[config.mk]
export PLATFORM = sky130hd
export DESIGN_NAME = prio_index_decoder
export DESIGN_NICKNAME = d
export VERILOG_FILES = /design/src/rtl/prio_pkg.sv /design/src/rtl/idx_expand.sv /design/src/rtl/prio_index_decoder.sv
export SDC_FILE = /design/constraint.sdc
export NUM_CORES = 1
export LEC_CHECK = 0
export BUFFER_PORTS_ARGS = -buffer_cell sky130_fd_sc_hd__buf_2
export CORE_MARGIN = 10
export CORE_UTILIZATION = 59
export CTS_CLUSTER_DIAMETER = 30
export DETAILED_ROUTE_END_ITERATION = 10
export GPL_TIMING_DRIVEN = 0
export PLACE_DENSITY_LB_ADDON = 0.05
export SETUP_SLACK_MARGIN = 0.4
export SLEW_MARGIN = 15
export SYNTH_ARGS = -nofsm -noshare
export SYNTH_HDL_FRONTEND = slang
export SYNTH_HIERARCHICAL = 1
export SYNTH_SLANG_ARGS = --single-unit
[constraint.sdc]
create_clock -name clk -period 2.43 [get_ports clk]
set_clock_uncertainty 0.05 [all_clocks]
set_input_delay 0.486 -clock clk [delete_from_list [all_inputs] [get_ports clk]]
set_output_delay 0.486 -clock clk [all_outputs]
set_load 0.005 [all_outputs]
[src/rtl/prio_pkg.sv]
// Shared definitions for the priority encoder/decoder pair: vector width,
// index width and the op encodings.
package prio_pkg;
  localparam int N = 128;
  localparam int W = 7;

  typedef enum logic [1:0] {
    OP_DEC   = 2'b00,
    OP_THERM = 2'b01,
    OP_SET   = 2'b10,
    OP_EMIT  = 2'b11
  } op_e;
endpackage

[src/rtl/idx_expand.sv]
// Combinational expansion of an encoded index into one-hot and thermometer
// vectors. Indices past the vector width give no one-hot bit and a full thermometer.
module idx_expand #(
  parameter int N = prio_pkg::N,
  parameter int W = prio_pkg::W
) (
  input  logic [W-1:0] idx,
  input  logic         any,
  output logic [N-1:0] onehot,
  output logic [N-1:0] therm
);
  always_comb begin
    onehot = '0;
    therm  = '0;
    for (int i = 0; i < N; i++) begin
      onehot[i] = any && (int'(idx) == i);
      therm[i]  = any && (int'(idx) >= i);
    end
  end
endmodule

[src/rtl/prio_index_decoder.sv]
// Decodes priority indices into one-hot/thermometer vectors and collects SET
// bits into an accumulator that EMIT drains, behind a one-deep output register.
module prio_index_decoder
  import prio_pkg::*;
#(
  parameter int N = prio_pkg::N,
  parameter int W = prio_pkg::W
) (
  input  logic         clk,
  input  logic         rst,
  input  logic         in_valid,
  output logic         in_ready,
  input  logic [W-1:0] in_idx,
  input  logic         in_any,
  input  logic [1:0]   in_op,
  output logic         out_valid,
  input  logic         out_ready,
  output logic [N-1:0] out_vec,
  output logic         acc_nz
);
  typedef enum logic {EMPTY = 1'b0, FULL = 1'b1} state_e;

  state_e      state;
  op_e         op;
  logic [N-1:0] acc, onehot, therm;
  logic        accept, produce, xfer;

  idx_expand #(.N(N), .W(W)) u_expand (
    .idx    (in_idx),
    .any    (in_any),
    .onehot (onehot),
    .therm  (therm)
  );

  assign op        = op_e'(in_op);
  assign out_valid = (state == FULL);
  assign in_ready  = !out_valid || out_ready;
  assign accept    = in_valid && in_ready;
  assign produce   = accept && (op != OP_SET);
  assign xfer      = out_valid && out_ready;
  assign acc_nz    = |acc;

  always_ff @(posedge clk) begin
    if (rst) begin
      state   <= EMPTY;
      out_vec <= '0;
      acc     <= '0;
    end else begin
      // A producing beat reloads the register even while the old beat drains.
      if (produce) begin
        state <= FULL;
        case (op)
          OP_DEC:   out_vec <= onehot;
          OP_THERM: out_vec <= therm;
          default:  out_vec <= acc;
        endcase
      end else if (xfer) begin
        state <= EMPTY;
      end
      if (accept && op == OP_SET)       acc <= acc | onehot;
      else if (accept && op == OP_EMIT) acc <= '0;
    end
  end
endmodule

==> reports/qor.yml <==
pwr:
  seqPwrFrac_pct: 33.1
  clkPwrFrac_pct: 57.4
  pwr-share-comb_pct: 9.5
  power_leakage_nw: 6.76
  intPower_mw: 9.55
  power.density_nw_per_um2: 775
  switching_share_pct: 26.1
  p_sw_mw: 3.37
  ir_drop_uv: 643
clocking:
  cts_root_buffer: "clkbuf_16"
  htree_levels: 2
  path_clk_slew_ns: 0.05
  clock_latency_ns: 0.57
  cts_tree: "yes"
  numClockSinks: 257
  clock_path_buffers: 3
  cts_buffers: 51
route:
  via_per_inst: 6.24
  drt_first_pass_iters: 6
  dr.first_iter.drc_count: 1801
  top_layer_used: "met4"
  num_vias: 15100
  route.detailed.drc: 0
  avgRoutedWirePerCell_um: 22.2
  wl_met3_um: 6680
  drtAntennaViolNets: 0
  wl_um: 53800
  wl_met1_um: 20200
  met2_length_um: 22900
min_path:
  min_path_type: "in2reg"
floorplan:
  core_sq_um: 22500
  die_h_um: 171
  io_pins: 145
  start_util_pct: 59.4
  fp.dieW_um: 171
  die_area_sq_um: 29100
  num_rows: 55
global_route:
  first_global_vias: 14200
  grt_pass1_wl_um: 81400
  antenna_found_initial: 2
  grtUsageTotal_pct: 35.7
  grt_max_degree: 15
  grt-ovfl-total: 0
synth:
  avgSynthCellArea_sq_um: 7.07
  synth_top_area_share_pct: 38.5
  yosys-top-cells-area: "dfxtp_1 38%, nand2_1 12%, a21oi_1 11%, mux2i_1 9.6%, nor2_1 7.7%"
  synthCells: 1891
  synth_flop_cell: "dfxtp_1"
  synth.ff_latch_count: 257
  ys_types: 48
  synthArstFlopShare_pct: 0
  yosysWarnings: 6
  muxShareOfSynthArea_pct: 9.58
  synth_simple_gate_area_share_pct: 25.7
  yosys.cell_count.top_type: "nand2_1"
  synth_xor_area_share_pct: 0
  synth_commonest_cells: "435 x nand2_1, 305 x a21oi_1, 275 x nor2_1"
  synth_top_family_by_area: "simple AND/OR/NAND/NOR gates"
  synth_fa_ha_area_share_pct: 0
  yosys.area.top_type: "dfxtp_1"
  ys_seq_area_share_pct: 38.5
  synth_nets: 1905
  syn-cell-area_sq_um: 13400
  synth_compound_area_share_pct: 19.2
  synth_edf_count: 0
place:
  placed_cells: 2316
  gp_congestion: 1.12
  io_buffers: 140
  hpwl_um: 38100
layout:
  final_cells: 2421
  register_area_sq_um: 5150
  postLayoutCoreUtil_pct: 74.0
  multi_input_area_sq_um: 7600
  area_delta_synth_final_pct: 24.6
  drive_gt1_share_pct: 20.1
  fillers: 1797
  nets: 2107
sta:
  slew_viol_final: 0
  slew_headroom_pct: 23.4
  period_minus_slack_ns: 2.73
  finalHoldViolations: 0
  setup_viol: 1
  finalCritPeriodShare_pct: 112
  fin_ws_ns: -0.301
  rsz0062_at_grt: "yes"
  worstMarginPinSlew_ns: 1.15
  fmax_mhz: 366
setup_path:
  critPathLaunchType: "flip-flop"
  required_ns: 1.89
  crit_fanout: 3
  critPathCaptureType: "output port"
  crit_type: "reg2out"
  cp.arrival_ns: 2.20
run_status:
  status: "finished with violations"
  violations: "negative setup slack"
run:
  max-cap-violations: 0
[cell type report]
cell class,count,share of cell area [%]
Antenna cell,3,0.0451
Buffer,165,5.37
Clock buffer,58,8.06
Clock inverter,35,2.91
Inverter,13,0.293
Multi-Input combinational cell,1456,45.6
Sequential cell,257,30.9
Tap cell,285,2.14
Timing Repair Buffer,149,4.61
[routing by layer]
layer	vias to the layer above	track usage, %
met5	-	0
met4	0	23.5
met3	282	8.76
met2	1055	54.4
met1	6957	44.3
li1	6824	-
[power groups by stage]
| stage | Sequential (mW) | Clock [mW] | Combinational [mW] |
|---|---|---|---|
| 2_1_floorplan | 4.36 | 0 | 0.718 |
| 3_3_place_gp | 4.35 | 0 | 1.12 |
| 3_5_place_dp | 4.35 | 0 | 1.13 |
| 4_1_cts | 4.27 | 7.42 | 1.15 |
| 5_1_grt | 4.27 | 7.63 | 1.27 |
| 6_report | 4.27 | 7.42 | 1.22 |
[cells in the final DEF, fill, tap and decap left out, types with 11 or more instances in the layout]
cell type and count:
nand2_1 425, a21oi_1 304, nor2_1 273, dfxtp_1 251, buf_2 230, mux2i_1 128
o21ai_0 121, clkbuf_16 51, clkbuf_1 38, buf_4 36, o21ai_1 35, nor4_1 20
inv_1 13, nor4_2 12, nor3_1 12, nand4_1 11, o21a_1 11
[registers in the layout, summed over array words and instances, names as in the netlist]
register,flops
out_valid,1
acc,128
out_vec,128
[worst max-delay path, stage by stage (launching register included)]
cell,delay [ns]
dfxtp_1,0.32
nor4_1,0.66
nand4_1,0.17
nor4_1,0.20
nand2_1,0.13
buf_2,0.15
[repair_timing]
| item | in CTS | in global routing |
|---|---|---|
| pin swaps | 13 | 2 |
| setup endpoints to repair | 23 | 39 |
| buffers inserted | 7 | 2 |
| gates resized for setup | 33 | 43 |
| hold buffers | 0 | 0 |
[metrics by stage]
step	TNS, ns	worst slack (ns)	hold slack, ns	instance area [sq um]	power (mW)
after floorplan	0	0.565	0.403	13400	5.08
after global placement	-7.81	-0.385	0.389	14400	5.47
after detailed placement	-7.42	-0.309	0.393	14400	5.48
after CTS	-0.218	-0.218	0.283	16500	12.8
after global routing	-0.332	-0.332	0.306	16700	13.2
final	-0.301	-0.301	0.275	16700	12.9
[cells by family (layout without fill, tap and decap cells)]
| group | count (synthesis) | count (layout) |
|---|---|---|
| other | 0 | 3 |
| AOI/OAI and AO/OA | 496 | 496 |
| muxes | 128 | 128 |
| and+or+nand+nor | 832 | 832 |
| buffers and inverters | 178 | 420 |
| DFF | 257 | 257 |
[worst paths after layout]
check,slack (ns),startpoint,to,depth (start not counted)
min,0.28,out_ready,out_valid,3
min reg2reg,0.40,out_vec[46],out_vec[46],2
max reg2reg,0.63,out_valid,out_vec[71],6
max,-0.30,acc[52],acc_nz,5
No activity file was read; power rests on OpenSTA's default activity.
